**src/rtl/trail_fb_arbiter.sv**
```systemverilog
// trail_fb_arbiter: single write port arbiter for the shared trail frame buffer.
// Serialises blue/red trail writer bursts and zero-fills the buffer on request.
// Optional build macro TRAIL_ARB_RR_EN selects round-robin arbitration; when it
// is undefined, blue has fixed priority over red.
module trail_fb_arbiter #(
    parameter int unsigned ADDR_W      = 20,
    parameter int unsigned DATA_W      = 16,
    parameter int unsigned CLEAR_DEPTH = 76800,
    parameter int unsigned MAX_BURST   = 64
) (
    input  logic              Clk,
    input  logic              Reset_n,

    input  logic              clear_start,
    output logic              clear_busy,
    output logic              clear_done,

    input  logic              blue_req,
    input  logic [ADDR_W-1:0] blue_addr,
    input  logic [DATA_W-1:0] blue_data,
    input  logic              blue_last,
    output logic              blue_gnt,

    input  logic              red_req,
    input  logic [ADDR_W-1:0] red_addr,
    input  logic [DATA_W-1:0] red_data,
    input  logic              red_last,
    output logic              red_gnt,

    output logic              fb_we,
    output logic [ADDR_W-1:0] fb_addr,
    output logic [DATA_W-1:0] fb_data,
    output logic              burst_err
);

    localparam int unsigned BCNT_W = $clog2(MAX_BURST) + 1;

    typedef enum logic [1:0] {StIdle, StClear, StGntB, StGntR} state_e;

    state_e              state_q, state_d;
    logic                pending_q, pending_d;
    logic                clear_busy_q, clear_busy_d;
    logic                clear_done_q, clear_done_d;
    logic                burst_err_q, burst_err_d;
    logic                blue_gnt_q, blue_gnt_d;
    logic                red_gnt_q, red_gnt_d;
    logic                fb_we_q, fb_we_d;
    logic [ADDR_W-1:0]   fb_addr_q, fb_addr_d;
    logic [DATA_W-1:0]   fb_data_q, fb_data_d;
    logic [ADDR_W-1:0]   clr_cnt_q, clr_cnt_d;
    logic [BCNT_W-1:0]   bcnt_q, bcnt_d;

    logic start_acc;
    logic clr_req;
    logic clr_last;
    logic burst_cap;
    logic blue_acc;
    logic red_acc;
    logic blue_pri;

    // A clear request arriving while one is already pending/running is dropped.
    assign start_acc = clear_start & ~clear_busy_q;
    // Same-cycle clear_start is visible to IDLE so it beats new requests.
    assign clr_req   = pending_q | start_acc;
    assign clr_last  = (clr_cnt_q == ADDR_W'(CLEAR_DEPTH - 1));
    // Current word is the MAX_BURST-th of the burst.
    assign burst_cap = (bcnt_q == BCNT_W'(MAX_BURST - 1));
    assign blue_acc  = blue_req & blue_gnt_q;
    assign red_acc   = red_req & red_gnt_q;

`ifdef TRAIL_ARB_RR_EN
    logic prio_red_q, prio_red_d;

    assign blue_pri = ~prio_red_q;

    // Hand priority to the other side whenever a burst is granted.
    always_comb begin
        prio_red_d = prio_red_q;
        if (state_q == StIdle && state_d == StGntB) prio_red_d = 1'b1;
        if (state_q == StIdle && state_d == StGntR) prio_red_d = 1'b0;
    end

    // Round-robin pointer register; reset favours blue.
    always_ff @(posedge Clk or negedge Reset_n) begin
        if (!Reset_n) prio_red_q <= 1'b0;
        else          prio_red_q <= prio_red_d;
    end
`else
    assign blue_pri = 1'b1;
`endif

    // State register.
    always_ff @(posedge Clk or negedge Reset_n) begin
        if (!Reset_n) state_q <= StIdle;
        else          state_q <= state_d;
    end

    // Next-state: clear first, then arbitration; bursts run to completion.
    always_comb begin
        state_d = state_q;
        unique case (state_q)
            StIdle: begin
                if (clr_req)                                  state_d = StClear;
                else if (blue_req && (blue_pri || !red_req))  state_d = StGntB;
                else if (red_req)                             state_d = StGntR;
            end
            StClear: begin
                if (clr_last) state_d = StIdle;
            end
            StGntB: begin
                if (!blue_acc || blue_last || burst_cap) state_d = StIdle;
            end
            StGntR: begin
                if (!red_acc || red_last || burst_cap) state_d = StIdle;
            end
            default: state_d = StIdle;
        endcase
    end

    // Output and datapath next values; everything leaves the block registered.
    always_comb begin
        fb_we_d      = 1'b0;
        fb_addr_d    = fb_addr_q;
        fb_data_d    = fb_data_q;
        clear_done_d = 1'b0;
        burst_err_d  = 1'b0;
        clr_cnt_d    = clr_cnt_q;
        bcnt_d       = bcnt_q;
        pending_d    = pending_q | start_acc;
        // Busy holds through the clear_done cycle, then falls.
        clear_busy_d = (clear_busy_q & ~clear_done_q) | start_acc;
        blue_gnt_d   = (state_d == StGntB);
        red_gnt_d    = (state_d == StGntR);
        unique case (state_q)
            StIdle: begin
                bcnt_d    = '0;
                clr_cnt_d = '0;
                if (clr_req) pending_d = 1'b0;
            end
            StClear: begin
                fb_we_d   = 1'b1;
                fb_addr_d = clr_cnt_q;
                fb_data_d = '0;
                clr_cnt_d = clr_cnt_q + ADDR_W'(1);
                if (clr_last) clear_done_d = 1'b1;
            end
            StGntB: begin
                if (blue_acc) begin
                    fb_we_d   = 1'b1;
                    fb_addr_d = blue_addr;
                    fb_data_d = blue_data;
                    bcnt_d    = bcnt_q + BCNT_W'(1);
                    if (!blue_last && burst_cap) burst_err_d = 1'b1;
                end
            end
            StGntR: begin
                if (red_acc) begin
                    fb_we_d   = 1'b1;
                    fb_addr_d = red_addr;
                    fb_data_d = red_data;
                    bcnt_d    = bcnt_q + BCNT_W'(1);
                    if (!red_last && burst_cap) burst_err_d = 1'b1;
                end
            end
            default: ;
        endcase
    end

    // Output, counter and clear-flag registers; reset drops fb_we at once.
    always_ff @(posedge Clk or negedge Reset_n) begin
        if (!Reset_n) begin
            fb_we_q      <= 1'b0;
            fb_addr_q    <= '0;
            fb_data_q    <= '0;
            clear_done_q <= 1'b0;
            clear_busy_q <= 1'b0;
            burst_err_q  <= 1'b0;
            pending_q    <= 1'b0;
            clr_cnt_q    <= '0;
            bcnt_q       <= '0;
            blue_gnt_q   <= 1'b0;
            red_gnt_q    <= 1'b0;
        end else begin
            fb_we_q      <= fb_we_d;
            fb_addr_q    <= fb_addr_d;
            fb_data_q    <= fb_data_d;
            clear_done_q <= clear_done_d;
            clear_busy_q <= clear_busy_d;
            burst_err_q  <= burst_err_d;
            pending_q    <= pending_d;
            clr_cnt_q    <= clr_cnt_d;
            bcnt_q       <= bcnt_d;
            blue_gnt_q   <= blue_gnt_d;
            red_gnt_q    <= red_gnt_d;
        end
    end

    assign fb_we      = fb_we_q;
    assign fb_addr    = fb_addr_q;
    assign fb_data    = fb_data_q;
    assign clear_done = clear_done_q;
    assign clear_busy = clear_busy_q;
    assign burst_err  = burst_err_q;
    assign blue_gnt   = blue_gnt_q;
    assign red_gnt    = red_gnt_q;

endmodule
```
**config.mk**
```make
export PLATFORM = sky130hd
export DESIGN_NAME = trail_fb_arbiter
export DESIGN_NICKNAME = d
export VERILOG_FILES = /design/src/rtl/trail_fb_arbiter.sv
export SDC_FILE = /design/constraint.sdc
export NUM_CORES = 1
export LEC_CHECK = 0
export CAP_MARGIN = 20
export CORE_ASPECT_RATIO = 0.8
export CORE_UTILIZATION = 50
export CTS_CLUSTER_SIZE = 28
export DETAILED_ROUTE_END_ITERATION = 16
export DONT_BUFFER_PORTS = 1
export SLEW_MARGIN = 10
export SYNTH_ARGS = -nofsm -noshare
export SYNTH_HDL_FRONTEND = slang
export SYNTH_SLANG_ARGS = --single-unit
export TNS_END_PERCENT = 50
```
**constraint.sdc**
```tcl
create_clock -name Clk -period 4.1 [get_ports Clk]
set_clock_uncertainty 0.2 [all_clocks]
set_input_delay 0.615 -clock Clk [delete_from_list [all_inputs] [get_ports Clk]]
set_output_delay 0.615 -clock Clk [all_outputs]
set_load 0.01 [all_outputs]
```
==> results.sh <==
export IMPL_drtIter0Drc=104
export IMPL_drcViolationCount=0
export IMPL_syn2layout_area_growth_pct=8.57
export IMPL_die_y_um=79.8
export IMPL_cp_start_kind="flop"
export IMPL_crit_type="flop to flop"
export IMPL_end_kind="flop"
export IMPL_via_count=2842
export IMPL_diodes=0
export IMPL_r2r_start="state_q[0]"
export IMPL_syn_area_sq_um=3780
export IMPL_internal_power_mw=1.63
export IMPL_crit_chain="buf_4 -> nand4_1 -> a211o_1 -> a22oi_1 -> a21oi_1"
export IMPL_synth_cell_types=48
export IMPL_design_core_area_sq_um=7090
export IMPL_pre_cts_slack_ns=1.61
export IMPL_gp_congestion=0.784
export IMPL_fmax_mhz=395
export IMPL_synth_fp_nets=480
export IMPL_crit_arrival_ns=2.55
export IMPL_clkPwrFrac_pct=25.6
export IMPL_worst_r2r_cell_count=5
export IMPL_avgSynthCellArea_sq_um=9.47
export IMPL_track_usage_pct=21.7
export IMPL_nFillCells=627
export IMPL_finalHoldViolCount=0
export IMPL_finalSetupViolCount=0
export IMPL_place_area_sq_um=3830
export IMPL_tritoncts="built"
export IMPL_tightest_slew_ns=0.688
export IMPL_instances_no_fill=484
export IMPL_worst_slack_ns=1.57
export IMPL_hold_depth=2
export IMPL_period_share_pct=61.7
export IMPL_fin_nets=473
export IMPL_reg2reg_slack_ns=1.57
export IMPL_finalMaxSlewViolations=0
export IMPL_clk_pin_slew_ns=0.08
export IMPL_crit_path_top_delay_cell="dfrtp_2"
export IMPL_syn_inst=399
export IMPL_yosys_area_share_simple_pct=19.4
export IMPL_synth_warnings=0
export IMPL_fin_crit_ns=2.53
export IMPL_slew_headroom_pct=54.1
export IMPL_ys_ff_latch=72
export IMPL_status="complete, no violations"
export IMPL_worst_path_max_fanout=27
export IMPL_die_area_sq_um=7910
export IMPL_cts_root_buf="clkbuf_8"
export IMPL_synth_top_family_by_area="simple AND/OR/NAND/NOR gates"
export IMPL_numCtsBuffers=9
export IMPL_hp_class="input port to flop"
export IMPL_die_x_um=99.2
export IMPL_antenna_found_initial=0
export IMPL_rsz0062_at_grt="false"
export IMPL_grt_max_degree=73
export IMPL_overflow=0
export IMPL_cts_htree_levels=3
export IMPL_io_buffers=0
export IMPL_ys_seq_area_share_pct=47.7
export IMPL_power_density_nw_per_um2=640
export IMPL_fin_area_sq_um=4100
export IMPL_initial_core_util_pct=53.3
export IMPL_drive_gt1_share_pct=12.3
export IMPL_wire_per_inst_um=16.4
export IMPL_synth_xor_area_share_pct=1.62
export IMPL_numPlacedInstances=466
export IMPL_routed_wl_um=7930
export IMPL_p_leak_nw=1.82
export IMPL_min_from="clear_start"
export IMPL_fin_tns_setup_ns=0
export IMPL_via_per_inst=5.87
export IMPL_whs_ns=0.264
export IMPL_drv_cap=0
export IMPL_clock_sinks=72
export IMPL_io_pins=121
export IMPL_seq_power_share_pct=43.0
export IMPL_ant_nets=0
export IMPL_cts_buffer_depth=2
export IMPL_synth_fa_ha_area_share_pct=0.662
export IMPL_dp_hpwl_um=5400
export IMPL_grt_pass1_vias=2714
export IMPL_crit_required_ns=4.12
export IMPL_vdd_drop_max_mv=0.521
export IMPL_grt_pass1_wl_um=13300
export IMPL_reg2reg_to="blue_gnt"
export IMPL_comb_power_share_pct=31.4
export IMPL_net_switching_power_mw=1.00
export IMPL_min_to="clear_busy"
export IMPL_synthMuxAreaShare_pct=12.4
export IMPL_clock_latency_ns=0.34
export IMPL_rows=27
export IMPL_synth_compound_area_share_pct=15.0
export IMPL_switching_share_pct=38.1
export IMPL_drtPass1Iterations=4
export IMPL_critical_path_max_stage_delay_ns=0.77
==> stage by stage <==
step | util (%) | power [mW]
after floorplan | - | 1.78
after global placement | 54.0 | 1.94
after detailed placement | 54.0 | 1.96
after CTS | 57.8 | 2.66
after global routing | 57.8 | 2.83
final | 57.8 | 2.63
==> layout make-up <==
cell class	count	area [sq um]	area share, %
Sequential cell	72	1800	44.0
Multi-Input combinational cell	297	1860	45.4
Inverter	6	22.5	0.549
Timing Repair Buffer	6	67.6	1.65
Tap cell	87	109	2.65
Clock buffer	13	149	3.63
Clock inverter	3	90.1	2.20
==> state kept, by name, summed over array words and instances, names as in the netlist <==
| signal | flops |
|---|---|
| pending_q | 1 |
| fb_data | 16 |
| red_gnt | 1 |
| state_q | 2 |
| clear_busy | 1 |
| fb_addr | 20 |
| clr_cnt_q | 20 |
| clear_done | 1 |
| bcnt_q | 7 |
| burst_err | 1 |
| blue_gnt | 1 |
| fb_we | 1 |
==> logic make-up (layout without fill, tap and decap cells) <==
| group | count (synthesis) | count (layout) |
|---|---|---|
| and+or+nand+nor | 151 | 151 |
| buffers and inverters | 30 | 28 |
| AOI/OAI and AO/OA | 93 | 93 |
| xor gates and xnor gates | 7 | 7 |
| adders and majority gates | 2 | 2 |
| muxes | 44 | 44 |
| DFF | 72 | 72 |
==> power groups by stage <==
| stage | Clock, mW | Sequential [mW] | Combinational, mW |
|---|---|---|---|
| after floorplan | 0 | 1.01 | 0.765 |
| after global placement | 0 | 1.14 | 0.797 |
| after detailed placement | 0 | 1.15 | 0.816 |
| after CTS | 0.687 | 1.13 | 0.837 |
| after global routing | 0.720 | 1.16 | 0.953 |
| final | 0.673 | 1.13 | 0.826 |
==> metal layers <==
metal  GRT usage, %  vias to the layer above  wire length, um  part of all wire [%]
met5              0                        -                0                     0
met4           5.29                        0               62                  0.78
met3           7.01                        4              506                   6.4
met2           34.0                       97             3620                    46
met1           29.3                     1338             3730                    47
li1               -                     1403                -                     -
==> cells in the mapped netlist, drive strengths merged <==
library cell	count	share of area, %
a211o	1	0.23
a211oi	5	0.99
a21bo	1	0.26
a21boi	1	0.30
a21o	5	0.99
a21oi	9	1.2
a221oi	1	0.23
a22o	7	1.6
a22oi	2	0.40
a31oi	1	0.17
a41o	1	0.26
and2	1	0.17
and3	2	0.33
and3b	2	0.46
and4	1	0.23
buf	9	1.2
clkbuf	15	1.5
dfrtp	72	48
ha	2	0.66
inv	6	0.60
mux2	22	6.6
mux2i	22	5.8
nand2	76	7.5
nand2b	6	0.99
nand3	10	1.5
nand4	6	1.6
nand4b	2	0.46
nand4bb	1	0.30
nor2	20	2.0
nor2b	3	0.50
nor3	5	0.66
nor4	5	0.83
o21ai	53	7.0
o22ai	1	0.17
o311ai	2	0.46
o31ai	1	0.20
o41ai	2	0.46
or2	2	0.33
or3	7	1.2
or4	1	0.20
or4b	1	0.26
xnor2	7	1.6
==> timing repair <==
action,in CTS,in global routing
buffers inserted,0,0
hold buffers,2,0
endpoints found under the hold margin,72,0
resized for setup,0,0
==> cells in the final DEF (no fill, tap or decap), types with 6 or more instances in the layout <==
cell,synthesis,routed
nand2_1,76,76
dfrtp_1,72,70
o21ai_0,53,53
mux2i_1,22,22
mux2_2,22,22
nor2_1,20,20
clkbuf_8,0,10
a21oi_1,9,9
nand3_1,9,9
or3_1,7,7
a22o_1,7,7
xnor2_1,7,7
nand2b_1,6,6
inv_1,6,6
==> worst max-delay path by stage <==
stage / startpoint / to / slack [ns] / cells after the start
finish: state_q[0] / blue_gnt / 1.57 / 5
global route: state_q[0] / red_gnt / 1.42 / 5
CTS: state_q[0] / red_gnt / 1.58 / 5
detailed placement: state_q[0] / red_gnt / 1.61 / 5
global placement: state_q[0] / red_gnt / 1.68 / 5
floorplan: clr_cnt_q[0] / clr_cnt_q[14] / 2.18 / 5
==> worst max-delay path, delay by kind of cell, from the launching register on <==
kind	cells	cell delay, ns
buf+inv	1	0.46
compound gates	3	0.74
flops	1	0.77
simple gates	1	0.20
Power figures use the tool's default switching activity.
